`src/rtl/multicycle_proc_core.sv`:
```
// multicycle_proc_core: multi-cycle CPU executing the 4-bit-opcode ISA over one shared
// req/ack memory port. FETCH -> DECODE -> EXEC -> {MEM | WB | FETCH}, HALT on illegal opcode.
// Optional build macro: MULTICYCLE_PERF_CNT_EN adds cycle_cnt/instret_cnt outputs.
module multicycle_proc_core #(
    parameter int               DBITS               = 32,
    parameter int               REG_INDEX_BIT_WIDTH = 4,
    parameter logic [DBITS-1:0] START_PC            = DBITS'(32'h40)
) (
    input  logic             clk,
    input  logic             reset,
    output logic             mem_req,
    output logic             mem_we,
    output logic [DBITS-1:0] mem_addr,
    output logic [DBITS-1:0] mem_wdata,
    input  logic [DBITS-1:0] mem_rdata,
    input  logic             mem_ack,
    output logic [DBITS-1:0] pc_out,
    output logic             retire,
    output logic             halted
`ifdef MULTICYCLE_PERF_CNT_EN
    ,
    output logic [31:0]      cycle_cnt,
    output logic [31:0]      instret_cnt
`endif
);

    localparam int NREGS = 2 ** REG_INDEX_BIT_WIDTH;

    localparam logic [3:0] OP_ALUR  = 4'b0000;
    localparam logic [3:0] OP_ALUI  = 4'b1000;
    localparam logic [3:0] OP_CMPR  = 4'b0010;
    localparam logic [3:0] OP_CMPI  = 4'b1010;
    localparam logic [3:0] OP_BCOND = 4'b0110;
    localparam logic [3:0] OP_SW    = 4'b0101;
    localparam logic [3:0] OP_LW    = 4'b1001;
    localparam logic [3:0] OP_JAL   = 4'b1011;

    typedef enum logic [2:0] {
        S_FETCH  = 3'd0,
        S_DECODE = 3'd1,
        S_EXEC   = 3'd2,
        S_MEM    = 3'd3,
        S_WB     = 3'd4,
        S_HALT   = 3'd5
    } state_t;

    state_t           state_q, state_d;
    logic [DBITS-1:0] pc_q, pc_d, npc_q, npc_d;
    logic [31:0]      ir_q, ir_d;
    logic [DBITS-1:0] a_q, a_d, b_q, b_d, imm_q, imm_d, res_q, res_d;
    logic [DBITS-1:0] regs_q [NREGS];
    logic [DBITS-1:0] regs_d [NREGS];
    logic             req_s, we_s, retire_s;
    logic [DBITS-1:0] addr_s, wdata_s, pc4_s, op2_s;

    logic [3:0]                     op_s, fn_s;
    logic [REG_INDEX_BIT_WIDTH-1:0] rd_s, rs1_s, rs2_s;
    assign op_s  = ir_q[31:28];
    assign fn_s  = ir_q[27:24];
    assign rd_s  = ir_q[20 +: REG_INDEX_BIT_WIDTH];
    assign rs1_s = ir_q[16 +: REG_INDEX_BIT_WIDTH];
    assign rs2_s = ir_q[8 +: REG_INDEX_BIT_WIDTH];

    function automatic logic [DBITS-1:0] alu_f(input logic [3:0] fn,
                                               input logic [DBITS-1:0] a, input logic [DBITS-1:0] b);
        case (fn)
            4'h0:    alu_f = a + b;
            4'h1:    alu_f = a - b;
            4'h4:    alu_f = a & b;
            4'h5:    alu_f = a | b;
            4'h6:    alu_f = a ^ b;
            4'hC:    alu_f = ~(a & b);
            4'hD:    alu_f = ~(a | b);
            4'hE:    alu_f = ~(a ^ b);
            default: alu_f = {DBITS{1'b0}};
        endcase
    endfunction

    // Signed compare; unassigned condition codes evaluate false.
    function automatic logic cmp_f(input logic [3:0] fn,
                                   input logic [DBITS-1:0] a, input logic [DBITS-1:0] b);
        case (fn)
            4'h0:    cmp_f = 1'b0;
            4'h1:    cmp_f = (a == b);
            4'h2:    cmp_f = ($signed(a) < $signed(b));
            4'h3:    cmp_f = ($signed(a) <= $signed(b));
            4'h8:    cmp_f = 1'b1;
            4'h9:    cmp_f = (a != b);
            4'hA:    cmp_f = ($signed(a) >= $signed(b));
            4'hB:    cmp_f = ($signed(a) > $signed(b));
            default: cmp_f = 1'b0;
        endcase
    endfunction

    // ALU opcodes with an unassigned fn are treated as illegal, like an unknown op1.
    function automatic logic legal_f(input logic [3:0] op, input logic [3:0] fn);
        case (op)
            OP_ALUR, OP_ALUI: legal_f = (fn inside {4'h0, 4'h1, 4'h4, 4'h5, 4'h6, 4'hC, 4'hD, 4'hE});
            OP_CMPR, OP_CMPI, OP_BCOND, OP_SW, OP_LW, OP_JAL: legal_f = 1'b1;
            default: legal_f = 1'b0;
        endcase
    endfunction

    assign pc4_s = pc_q + DBITS'(32'd4);
    assign op2_s = ((op_s == OP_ALUI) || (op_s == OP_CMPI)) ? imm_q : b_q;

    // Next-state, datapath updates and memory-port drive for the current state.
    always_comb begin
        state_d  = state_q;
        pc_d     = pc_q;
        npc_d    = npc_q;
        ir_d     = ir_q;
        a_d      = a_q;
        b_d      = b_q;
        imm_d    = imm_q;
        res_d    = res_q;
        regs_d   = regs_q;
        req_s    = 1'b0;
        we_s     = 1'b0;
        addr_s   = {DBITS{1'b0}};
        wdata_s  = {DBITS{1'b0}};
        retire_s = 1'b0;
        case (state_q)
            S_FETCH: begin
                req_s  = 1'b1;
                addr_s = pc_q;
                if (mem_ack) begin
                    ir_d    = mem_rdata[31:0];
                    state_d = S_DECODE;
                end else begin
                    state_d = S_FETCH;
                end
            end
            S_DECODE: begin
                a_d   = regs_q[rs1_s];
                b_d   = ((op_s == OP_ALUR) || (op_s == OP_CMPR)) ? regs_q[rs2_s] : regs_q[rd_s];
                imm_d = {{(DBITS-16){ir_q[15]}}, ir_q[15:0]};
                if (legal_f(op_s, fn_s)) begin
                    state_d = S_EXEC;
                end else begin
                    state_d = S_HALT;
                end
            end
            S_EXEC: begin
                npc_d = pc4_s;
                case (op_s)
                    OP_ALUR, OP_ALUI: begin
                        res_d   = alu_f(fn_s, a_q, op2_s);
                        state_d = S_WB;
                    end
                    OP_CMPR, OP_CMPI: begin
                        res_d   = {{(DBITS-1){1'b0}}, cmp_f(fn_s, a_q, op2_s)};
                        state_d = S_WB;
                    end
                    OP_BCOND: begin
                        // Branch compares reg[rt] (latched in B) against reg[rs1] (latched in A).
                        if (cmp_f(fn_s, b_q, a_q)) begin
                            pc_d = pc4_s + (imm_q << 2);
                        end else begin
                            pc_d = pc4_s;
                        end
                        retire_s = 1'b1;
                        state_d  = S_FETCH;
                    end
                    OP_SW, OP_LW: begin
                        res_d   = a_q + imm_q;
                        state_d = S_MEM;
                    end
                    OP_JAL: begin
                        res_d   = pc4_s;
                        npc_d   = a_q + (imm_q << 2);
                        state_d = S_WB;
                    end
                    default: state_d = S_HALT;
                endcase
            end
            S_MEM: begin
                req_s   = 1'b1;
                we_s    = (op_s == OP_SW);
                addr_s  = res_q;
                wdata_s = (op_s == OP_SW) ? b_q : {DBITS{1'b0}};
                if (mem_ack) begin
                    if (op_s == OP_SW) begin
                        pc_d     = npc_q;
                        retire_s = 1'b1;
                        state_d  = S_FETCH;
                    end else begin
                        res_d   = mem_rdata;
                        state_d = S_WB;
                    end
                end else begin
                    state_d = S_MEM;
                end
            end
            S_WB: begin
                regs_d[rd_s] = res_q;
                pc_d         = npc_q;
                retire_s     = 1'b1;
                state_d      = S_FETCH;
            end
            S_HALT: state_d = S_HALT;
            default: state_d = S_HALT;
        endcase
    end

    // Architectural and micro-architectural state registers.
    always_ff @(posedge clk or posedge reset) begin
        if (reset) begin
            state_q <= S_FETCH;
            pc_q    <= START_PC;
            npc_q   <= {DBITS{1'b0}};
            ir_q    <= 32'h0000_0000;
            a_q     <= {DBITS{1'b0}};
            b_q     <= {DBITS{1'b0}};
            imm_q   <= {DBITS{1'b0}};
            res_q   <= {DBITS{1'b0}};
            for (int i = 0; i < NREGS; i++) begin
                regs_q[i] <= {DBITS{1'b0}};
            end
        end else begin
            state_q <= state_d;
            pc_q    <= pc_d;
            npc_q   <= npc_d;
            ir_q    <= ir_d;
            a_q     <= a_d;
            b_q     <= b_d;
            imm_q   <= imm_d;
            res_q   <= res_d;
            for (int i = 0; i < NREGS; i++) begin
                regs_q[i] <= regs_d[i];
            end
        end
    end

    // Port drive decoded from state; reset masks the request at once so no access survives it.
    assign mem_req   = req_s & ~reset;
    assign mem_we    = we_s & ~reset;
    assign mem_addr  = reset ? {DBITS{1'b0}} : addr_s;
    assign mem_wdata = reset ? {DBITS{1'b0}} : wdata_s;
    assign retire    = retire_s & ~reset;
    assign halted    = (state_q == S_HALT);
    assign pc_out    = pc_q;

`ifdef MULTICYCLE_PERF_CNT_EN
    logic [31:0] cycle_cnt_q, cycle_cnt_d, instret_cnt_q, instret_cnt_d;

    // Counter next values: cycles run until halt, instructions count on retire.
    always_comb begin
        cycle_cnt_d   = (state_q != S_HALT) ? cycle_cnt_q + 32'd1 : cycle_cnt_q;
        instret_cnt_d = retire_s ? instret_cnt_q + 32'd1 : instret_cnt_q;
    end

    // Performance counter registers.
    always_ff @(posedge clk or posedge reset) begin
        if (reset) begin
            cycle_cnt_q   <= 32'd0;
            instret_cnt_q <= 32'd0;
        end else begin
            cycle_cnt_q   <= cycle_cnt_d;
            instret_cnt_q <= instret_cnt_d;
        end
    end

    assign cycle_cnt   = cycle_cnt_q;
    assign instret_cnt = instret_cnt_q;
`endif

endmodule

```
`config.mk`:
```
export PLATFORM = sky130hd
export DESIGN_NAME = multicycle_proc_core
export DESIGN_NICKNAME = d
export VERILOG_FILES = /design/src/rtl/multicycle_proc_core.sv
export SDC_FILE = /design/constraint.sdc
export NUM_CORES = 2
export LEC_CHECK = 0
export BUFFER_PORTS_ARGS = -buffer_cell sky130_fd_sc_hd__buf_4
export CAP_MARGIN = 20
export CORE_MARGIN = 2
export CORE_UTILIZATION = 43
export DETAILED_ROUTE_END_ITERATION = 16
export PLACE_DENSITY = 0.61
export SYNTH_ARGS = -nofsm -noshare
export SYNTH_HDL_FRONTEND = slang
export SYNTH_SLANG_ARGS = --single-unit
```
`constraint.sdc`:
```
create_clock -name clk -period 70.6 [get_ports clk]
set_input_delay 10.59 -clock clk [delete_from_list [all_inputs] [get_ports clk]]
set_output_delay 10.59 -clock clk [all_outputs]
set_load 0.05 [all_outputs]
```
==> out/summary.md <==
The die outline height was 350.6 um; the remaining global-route overflow was 0. Kind of critical path: input port to primary output. In the synthesized netlist, the number of instances is 4,447. The worst register-to-register path has a depth of 16. The floorplan has 127 rows.

The leading cell type in the layout, fill and taps excluded was sky130_fd_sc_hd__dfrtp_1. Sorting the synthesized cells by area gives the leading types as sky130_fd_sc_hd__dfrtp_1, sky130_fd_sc_hd__mux4_2, sky130_fd_sc_hd__mux2_2. CTS built an H-tree with a depth of 3. Before antenna repair, the detailed router went through 6 iterations. For this run, design rule violations remaining after detail routing come to 0. The wire length per cell was 29.12 um.

At the worst endpoint, the required time is 60,010 ps. The detailed-route vias per instance is 6.496. The die is 350.6 um wide. After filler insertion, the fill cell instance count of the layout stands at 10,800. Overall power consumption after layout is estimated at 0.8873 mW.

For the number of antenna violations at the first check in global routing, the log shows 10. The average instance area after synthesis came out at 11.62 sq um. The worst hold path was traced through 2 stages.

When the netlist entered floorplanning its net count stood at 4,691. The number of gates resized after CTS was 0. The type of the most critical hold path is flip-flop to flip-flop.

The buffer count from post-CTS setup fixing is 0. The clock passes through at most 3 buffers. Static timing analysis puts the maximum clock frequency at 0.04279 GHz.

For this configuration, the core starts out at a cell density of 43.24%. For the normalized max-slew margin, the log shows 22.85%. For the post-detailed-routing wire length, the log shows 176,800 um. Hold repair after CTS inserted 0 buffers.

Across the routed clock network, the largest skew measured is 26.06 ps. The tools report the number of vias in the routed layout as 39,440. The library cells used most frequently in the layout, excluding fill and tap cells, are sky130_fd_sc_hd__dfrtp_1, sky130_fd_sc_hd__mux2_2, sky130_fd_sc_hd__mux4_2. The analysis attributes to cell leakage a power of 24.79 nW.

TritonCTS built the clock tree. The power density over cell area was 15.56 nW/um^2; the data arrival time of the critical path was 12,780 ps. The number of global-route vias before repair was 39,180; the number of placed I/O pins was 135. The proportion of synthesized flip-flops having asynchronous set or reset was 100.0%. The cell sitting at the root of the clock tree is a sky130_fd_sc_hd__clkbuf_16.

The core box area came out at 119,500 sq um. Setup repair after global routing left no endpoint under its margin. The tool flagged a number of max-cap violations equal to 0.

The area enclosed by the die boundary was 123,000 sq um; the DRC marker count from the first detailed-route iteration was 3,924. Summed over its instances, the top area cell type makes up 34.97% of the synthesized netlist area. The slowest stage of the critical path belongs to the cell sky130_fd_sc_hd__nor3_2. Kind of capture point of the worst setup path: a primary output. Dominant cell type by area after synthesis: sky130_fd_sc_hd__dfrtp_1. The count of synthesis-stage warnings from yosys was 0.

The number of clock buffers inserted by TritonCTS came out at 83. The share of final-layout standard cells stronger than drive strength 1 works out to 33.40%. For this design, the sink count on the clock tree is 723. The final critical path takes up 33.10% of the cycle. The cell area after synthesis was 51,670 sq um. Counting flops with a built-in enable in the synthesized netlist gives 0.

STA classifies the critical path startpoint as an input port. The first global-routing pass estimated 262,900 um of wire. The number of hold violations in the final report came out at 0. The tools report the number of antenna-violating nets in the routed design as 0. The congestion estimate from routability-driven global placement came to 0.9477. After clock tree synthesis, the clock-pin slew on the worst setup and hold paths is 60 ps.

Compared with the post-synthesis result, the final layout area differs by 10.39%. By instance count, the cell type seen most on the critical path is sky130_fd_sc_hd__buf_4. The tightest hold path in the finished design has a slack of 481.6 ps. The maximum net fanout on the critical path was 37; the number of buffers inserted by port buffering was 134.

Among all flip-flop cells after synthesis, the most frequent one is sky130_fd_sc_hd__dfrtp_1. The logs give 0 for the final number of max-transition violations and 0.01489 mV for the highest ir drop seen on vdd. The clock period could shrink to 23,370 ps.

The number of storage elements in the synthesis netlist was 723; the number of nets in the final layout was 4,635. The latest clock arrival within the worst-skew pair came out at 670 ps. Detailed placement finished with a half-perimeter wire length of 117,900 um.

The pin count of the biggest net entering global routing came out at 152. The run finished with clean final reports. The overall routing resource usage was 28.84%; the number of unique standard cell types used by synthesis was 86.

The tools report the final-layout setup total negative slack as 0 ps. Setup violations remaining at the end of the flow were counted as 0. The critical path goes through buf_4 -> nor3_2 -> buf_4 -> and2_1 -> buf_4. On the worst path, the slowest cell contributes a delay of 890 ps. For the sequential cell area fraction in the yosys report, the log shows 35.02%.

The slew of the pin with the lowest slew margin was 1157 ps.
-- state kept, by name, summed over array words and instances (netlist names) --
name     flops
res_q       32
regs_q     512
pc_out      32
ir_q        32
b_q         32
state_q      3
a_q         32
npc_q       32
imm_q       16
-- cells in the mapped netlist, types with 18 or more instances --
master	instances
sky130_fd_sc_hd__a211oi_1	33
sky130_fd_sc_hd__a21o_1	59
sky130_fd_sc_hd__a21oi_1	224
sky130_fd_sc_hd__a221oi_1	25
sky130_fd_sc_hd__a22oi_1	71
sky130_fd_sc_hd__a31oi_1	31
sky130_fd_sc_hd__and2_1	38
sky130_fd_sc_hd__and3_1	21
sky130_fd_sc_hd__buf_1	86
sky130_fd_sc_hd__clkbuf_1	259
sky130_fd_sc_hd__dfrtp_1	722
sky130_fd_sc_hd__ha_1	204
sky130_fd_sc_hd__inv_1	111
sky130_fd_sc_hd__mux2_2	573
sky130_fd_sc_hd__mux2i_1	66
sky130_fd_sc_hd__mux4_2	480
sky130_fd_sc_hd__nand2_1	268
sky130_fd_sc_hd__nand2b_1	28
sky130_fd_sc_hd__nand3_1	54
sky130_fd_sc_hd__nand4_1	25
sky130_fd_sc_hd__nor2_1	248
sky130_fd_sc_hd__nor2b_1	27
sky130_fd_sc_hd__nor3_1	61
sky130_fd_sc_hd__o211ai_1	21
sky130_fd_sc_hd__o21a_1	18
sky130_fd_sc_hd__o21ai_0	244
sky130_fd_sc_hd__o21bai_1	19
sky130_fd_sc_hd__o22ai_1	31
sky130_fd_sc_hd__or3_1	24
sky130_fd_sc_hd__xnor2_1	100
sky130_fd_sc_hd__xor2_1	68
-- path summary, 6_finish.rpt --
check / slack (ps) / start / end
worst max-delay path: 47230 / reset / mem_wdata[16]
worst min-delay path: 480 / npc_q[17] / npc_q[17]
worst max register to register: 64510 / ir_q[28] / res_q[25]
worst min register to register: 480 / npc_q[17] / npc_q[17]
max in group asynchronous: 55530 / reset / regs_q[155]
min in group asynchronous: 10410 / reset / npc_q[4]
-- cell type report --
type                    instances  area (sq um)  area share [%]
diodes                          2         5.005        0.008775
clock buffers                 121          2474           4.337
clock inverters                31         352.8          0.6186
inverters                     113         431.7          0.7568
multi-input cells            3248         31930           55.99
flip-flops and latches        723         18130           31.79
well taps                    1612          2017           3.536
repair buffers                222          1692           2.966
-- logic make-up (layout without fill, tap and decap cells) --
kind of cell             count (synthesis)  in the layout  share of synthesized area, %
other                                    0              2                             0
buffers and inverters                  476            487                         3.511
adder cells (fa/ha/maj)                209            209                         5.134
flip-flops                             723            723                         35.02
XOR/XNOR                               168            168                         2.848
AND/OR/NAND/NOR                        840            840                         7.541
multiplexers                          1119           1119                         34.69
AO/OA/AOI/OAI                          912            912                         11.26
-- critical path, delay by kind of cell --
kind | cells | cell delay [ps]
buf+inv | 3 | 1050
simple gates | 2 | 1100
-- power breakdown --
part	internal, mW	switching (mW)	total [mW]
Combinational	0.00238	0.0115	0.0139
Sequential	0.415	0.00505	0.420
Clock	0.266	0.188	0.453
Total	0.683	0.204	0.887
-- metal layers --
metal  part of all wire (%)  track usage [%]
met5                      0           0.1962
met4                    3.8            10.44
met3                    9.1            5.445
met1                     41            40.28
met2                     46            44.85
-- per-stage QoR --
| step | cell area (sq um) | std cells | utilization (%) | setup slack [ps] |
|---|---|---|---|---|
| 4_1_cts | 57030 | 6070 | 47.73 | 47180 |
| 2_1_floorplan | 51670 | 4447 | - | 39380 |
| 3_3_place_gp | 54210 | 5918 | 45.36 | 47240 |
| 3_5_place_dp | 54210 | 5918 | 45.36 | 47190 |
| 5_1_grt | 57030 | 6070 | 47.73 | 47110 |
| 6_report | 57040 | 6072 | 47.73 | 47230 |
Note: power is estimated with default switching activity, not from simulation.
